<file path="config.mk">
export PLATFORM = sky130hd
export DESIGN_NAME = tff_counter_n
export DESIGN_NICKNAME = d
export VERILOG_FILES = /design/src/rtl/tff_pkg.sv /design/src/rtl/tff_bit.sv /design/src/rtl/tff_counter_n.sv
export SDC_FILE = /design/constraint.sdc
export NUM_CORES = 1
export LEC_CHECK = 0
export CORE_AREA = 2 2 39 41
export DETAILED_ROUTE_END_ITERATION = 12
export DIE_AREA = 0 0 41 43
export PLACE_DENSITY = 0.72
export SYNTH_ARGS = -nofsm -noshare
export SYNTH_HDL_FRONTEND = slang
export SYNTH_SLANG_ARGS = --single-unit
</file>
<file path="constraint.sdc">
create_clock -name i_clk -period 3.14 [get_ports i_clk]
set_input_delay 0.628 -clock i_clk [delete_from_list [all_inputs] [get_ports i_clk]]
set_output_delay 0.628 -clock i_clk [all_outputs]
set_load 0.005 [all_outputs]
</file>
<file path="src/rtl/tff_pkg.sv">
// ============================================================================
//  Module      : tff_pkg
//  Description : Shared mode encodings and modulus helper for tff_counter_n.
//  Revision    : 1.0  initial release
// ============================================================================
`default_nettype none

package tff_pkg;

    localparam logic [1:0] MODE_HOLD   = 2'b00;
    localparam logic [1:0] MODE_TOGGLE = 2'b01;
    localparam logic [1:0] MODE_UP     = 2'b10;
    localparam logic [1:0] MODE_DOWN   = 2'b11;

    // Effective modulus: MOD, or 2**width when MOD is zero.
    function automatic longint unsigned tff_modv(input int unsigned width,
                                                 input int unsigned modulus);
        if (modulus == 0)
            return 64'd1 << width;
        return 64'(modulus);
    endfunction

endpackage

`default_nettype wire

</file>
<file path="src/rtl/tff_bit.sv">
// ============================================================================
//  Module      : tff_bit
//  Description : Single T flip-flop with asynchronous active-low reset to 0.
//  Revision    : 1.0  initial release
// ============================================================================
`default_nettype none

module tff_bit (
    input  logic i_clk,
    input  logic i_rst_n,
    input  logic i_t,
    output logic o_q
);

    logic r_q;

    always_ff @(posedge i_clk or negedge i_rst_n) begin
        if (!i_rst_n)
            r_q <= 1'b0;
        else if (i_t)
            r_q <= ~r_q;
    end

    assign o_q = r_q;

endmodule

`default_nettype wire

</file>
<file path="src/rtl/tff_counter_n.sv">
// ============================================================================
//  Module      : tff_counter_n
//  Description : WIDTH-bit T flip-flop register with hold, per-bit toggle and
//                modulo-MOD up/down counting, load, terminal count and wrap.
//  Revision    : 1.0  initial release
// ============================================================================
`default_nettype none

module tff_counter_n
    import tff_pkg::*;
#(
    parameter int WIDTH = 4,
    parameter int MOD   = 0
) (
    input  logic             i_clk,
    input  logic             i_rst_n,
    input  logic             i_enable,
    input  logic [1:0]       i_mode,
    input  logic [WIDTH-1:0] i_t,
    input  logic             i_load,
    input  logic [WIDTH-1:0] i_din,
    output logic [WIDTH-1:0] o_q,
    output logic             o_tc,
    output logic             o_wrap
);

    localparam logic [WIDTH:0]   c_modv = (WIDTH+1)'(tff_modv(WIDTH, MOD));
    localparam logic [WIDTH-1:0] c_max  = WIDTH'(c_modv - 1'b1);

    logic [WIDTH-1:0] w_q;
    logic [WIDTH-1:0] w_q_next;
    logic [WIDTH-1:0] w_tv;
    logic [WIDTH-1:0] w_din_clamped;
    logic             w_above;
    logic             w_wrap_next;
    logic             r_wrap;

    // A full-range modulus can never be exceeded, so skip the range checks.
    generate
        if (MOD == 0) begin : g_full_range
            assign w_above       = 1'b0;
            assign w_din_clamped = i_din;
        end else begin : g_partial_range
            assign w_above       = (w_q > c_max);
            assign w_din_clamped = (i_din > c_max) ? c_max : i_din;
        end
    endgenerate

    always_comb begin
        w_q_next    = w_q;
        w_wrap_next = r_wrap;
        if (i_load) begin
            w_q_next    = w_din_clamped;
            w_wrap_next = 1'b0;
        end else if (i_enable) begin
            case (i_mode)
                MODE_HOLD: begin
                    w_wrap_next = 1'b0;
                end
                MODE_TOGGLE: begin
                    w_q_next    = w_q ^ i_t;
                    w_wrap_next = 1'b0;
                end
                MODE_UP: begin
                    if (w_above || (w_q == c_max)) begin
                        w_q_next    = '0;
                        w_wrap_next = 1'b1;
                    end else begin
                        w_q_next    = w_q + WIDTH'(1);
                        w_wrap_next = 1'b0;
                    end
                end
                default: begin
                    if (w_above || (w_q == '0)) begin
                        w_q_next    = c_max;
                        w_wrap_next = 1'b1;
                    end else begin
                        w_q_next    = w_q - WIDTH'(1);
                        w_wrap_next = 1'b0;
                    end
                end
            endcase
        end
    end

    // Each flop toggles exactly where the current and next state differ.
    assign w_tv = w_q ^ w_q_next;

    generate
        for (genvar i = 0; i < WIDTH; i++) begin : g_bits
            tff_bit u_bit (
                .i_clk   (i_clk),
                .i_rst_n (i_rst_n),
                .i_t     (w_tv[i]),
                .o_q     (w_q[i])
            );
        end
    endgenerate

    always_ff @(posedge i_clk or negedge i_rst_n) begin
        if (!i_rst_n)
            r_wrap <= 1'b0;
        else
            r_wrap <= w_wrap_next;
    end

    assign o_q    = w_q;
    assign o_wrap = r_wrap;
    assign o_tc   = i_rst_n & i_enable &
                    (((i_mode == MODE_UP)   & (w_q == c_max)) |
                     ((i_mode == MODE_DOWN) & (w_q == '0)));

endmodule

`default_nettype wire

</file>
==> metrics <==
core area=1380 sq um; RSZ-0062 raised after global routing=no; Worst EP arrival=2170 ps; vias in the first global route=470; Final ANT Viol Nets=0; startpoint type of the worst setup path=input port; Die Ht=43 um; Multi-input gate area=about 340 sq um; largest net degree at the start of global routing=12; Final period util=0.891; DRC viols=0; Clock Skew=about 3.6 ps; post-layout minimum cycle time=2800 ps; most common cell after layout, fill and taps aside=clkdlybuf4s50_1; TritonCTS clock tree=done; critical path required time=2510 ps; Filler cells=143; Worst path max stage delay=500 ps; final instance area=749 sq um; VDD IR-drop max=approximately 0.28 mV; port bufs=19; Post-CTS Setup Bufs=0; # nets final=approximately 110; FMAX=0.357 GHz; clk_lat worst skew=240 ps; Yosys Warn Count=0; Worst-Margin Slew=about 330 ps; clock-pin slew on the worst setup and hold paths=40 ps; worst-case reg-to-reg path depth=6; diode count=0; worst reg2reg startpoint=g_bits[0].u_bit.o_q; outcome=complete, no violations; via/cell ratio=5.40; mux contribution to synthesized area=0.0178; routability cong.=0.780; hold path cells=2; Hold Path End=o_wrap; Post-Synth Simple-Gate Area=0.264; Hold Crit Class=reg2reg; DP Wirelength=969 um; Netlist Area Pre-Place=563 sq um; Max H-tree Level=1; deepest clock path buffer count=2; slew margin rel.=0.779; share of post-route cells with drive strength above 1=0.114; critical path type=in2out; WL final=about 1200 um; #FFs+latches synth=5; combinational family with the most area after synthesis=compound AO/OA/AOI/OAI gates; Total GRT Usage=0.163; placed instance count=100; final std cells w/o fill=104; post-synthesis adder-cell area fraction=0.0444; CTS buffer count=3; Avg Cell Area, Syn=7.93 sq um; leakage=0.000311 uW; setup tns final=0 ps; Initial Util=0.407; wire per inst=11.8 um; CP max FO=2; Reg2Reg Setup Slack=1470 ps; Max-Cap Viols=0; Cell Chain, Critical Path=clkdlybuf4s50_1 -> nand2_2 -> o32ai_2 -> and4_1 -> clkdlybuf4s50_1; first-pass GRT wire length=just under 2000 um; Storage cell area=125 sq um; Die ar.=1760 sq um; DRT Pass-1 Iters=4; # clock sinks=5; fin util=0.542; gr ovfl total=0; library cells used by synthesis=35; Worst path most repeated cell=clkdlybuf4s50_1; Compound-Gate Fraction of Synth Area=0.267; routed vias=562; hold_sp=o_wrap; PD cells=around 340 nW/um^2; sequential-to-total area share from yosys stat=0.222; post-placement cell area=723 sq um; initial antenna violation count=0; Post-Synth XOR/XNOR Area=0.0156; crit path capture type=primary output; I/O pin count=20; root buffer cell=clkbuf_4; Mapped Nets=87; Tot Pwr=256 uW; Horiz. Die Dim=just over 40 um; most frequent cells in the layout=clkdlybuf4s50_1 (19), a21oi_1 (7), nand3_1 (5), dfrtp_1 (5); Final Hold Fails=0; worst reg2reg path endpoint=g_bits[2].u_bit.o_q; Setup crit start=i_mode[0]; Iter 0 DRT Violations=12; Mapped Cells=71; area delta synth->final=33.1%; FP Rows=14; Slowest-stage cell, CP=clkdlybuf4s50_1; hold_buf cts=0; final setup vio count=0; PostCTS Resize Cnt=0; final slew viol count=0
## logic make-up after synthesis
group                      Yosys count
adders and majority gates            2
muxes                                1
and+or+nand+nor                     26
AOI/OAI and AO/OA                   22
buffers and inverters               14
DFF                                  5
xor gates and xnor gates             1
## layout make-up
type	count	share of cell area
multi-input cells	52	0.457
repair buffers	23	0.294
flip-flops and latches	5	0.167
clock buffers	4	0.0351
well taps	16	0.0267
inverters	4	0.0200
## worst max-delay path, delay by kind of cell
| family | cells | cell delay [ps] |
|---|---|---|
| AND/OR/NAND/NOR | 2 | 290 |
| buffers and inverters | 2 | 990 |
| AO/OA/AOI/OAI | 1 | 250 |
## through the flow
stage / setup slack (ps) / hold slack (ps)
6_report: 341 / 534
5_1_grt: 299 / 555
4_1_cts: 342 / 537
3_5_place_dp: 344 / 528
3_3_place_gp: 357 / 533
2_1_floorplan: 1260 / 332
## power by group
| group | internal, uW | switching (uW) | leakage, uW |
|---|---|---|---|
| clock network | 47.9 | 24.8 | 0.0000150 |
| logic | 56.6 | 39.0 | 0.000234 |
| registers | 71.1 | 16.3 | 0.0000621 |
## synth_stat cells, drive strengths merged
library cell / number / share of area
nand2b: 2 / 0.022
a211oi: 1 / 0.013
dfrtp: 5 / 0.22
nor2b: 2 / 0.022
clkbuf: 1 / 0.0067
a21o: 1 / 0.013
nor3b: 1 / 0.013
or2: 1 / 0.011
and4: 1 / 0.016
nor2: 3 / 0.020
xor2: 1 / 0.016
mux2i: 1 / 0.018
and3: 2 / 0.024
and2b: 1 / 0.013
a32o: 1 / 0.018
buf: 9 / 0.14
nand3: 5 / 0.044
nand4: 1 / 0.011
a2bb2oi: 1 / 0.016
o31a: 1 / 0.016
nand3b: 1 / 0.013
a21oi: 7 / 0.062
a211o: 1 / 0.016
ha: 2 / 0.044
o21ai: 6 / 0.053
nor4b: 1 / 0.016
o311ai: 2 / 0.031
inv: 4 / 0.027
o32ai: 1 / 0.029
nand2: 5 / 0.038
## state kept, by name, indices dropped and copies added (netlist names)
name and flops:
o_wrap 1, g_bits.u_bit.o_q 4
## metal layers
metal | wire length (um) | global-route usage | vias up
li1 | - | - | 285
met1 | 557 | 0.214 | 264
met2 | 617 | 0.244 | 13
met3 | 51 | 0.0785 | 0
met4 | 0 | 0.0200 | 0
met5 | 0 | 0 | -
## worst max path at each step
stage | endpoint | slack, ps | cells past startpoint
final | o_tc | 340 | 5
after floorplan | o_tc | 1260 | 6
after global routing | o_tc | 300 | 5
after CTS | o_tc | 340 | 5
after global placement | o_tc | 360 | 5
after detailed placement | o_tc | 340 | 5
Power figures use the tool's default switching activity.
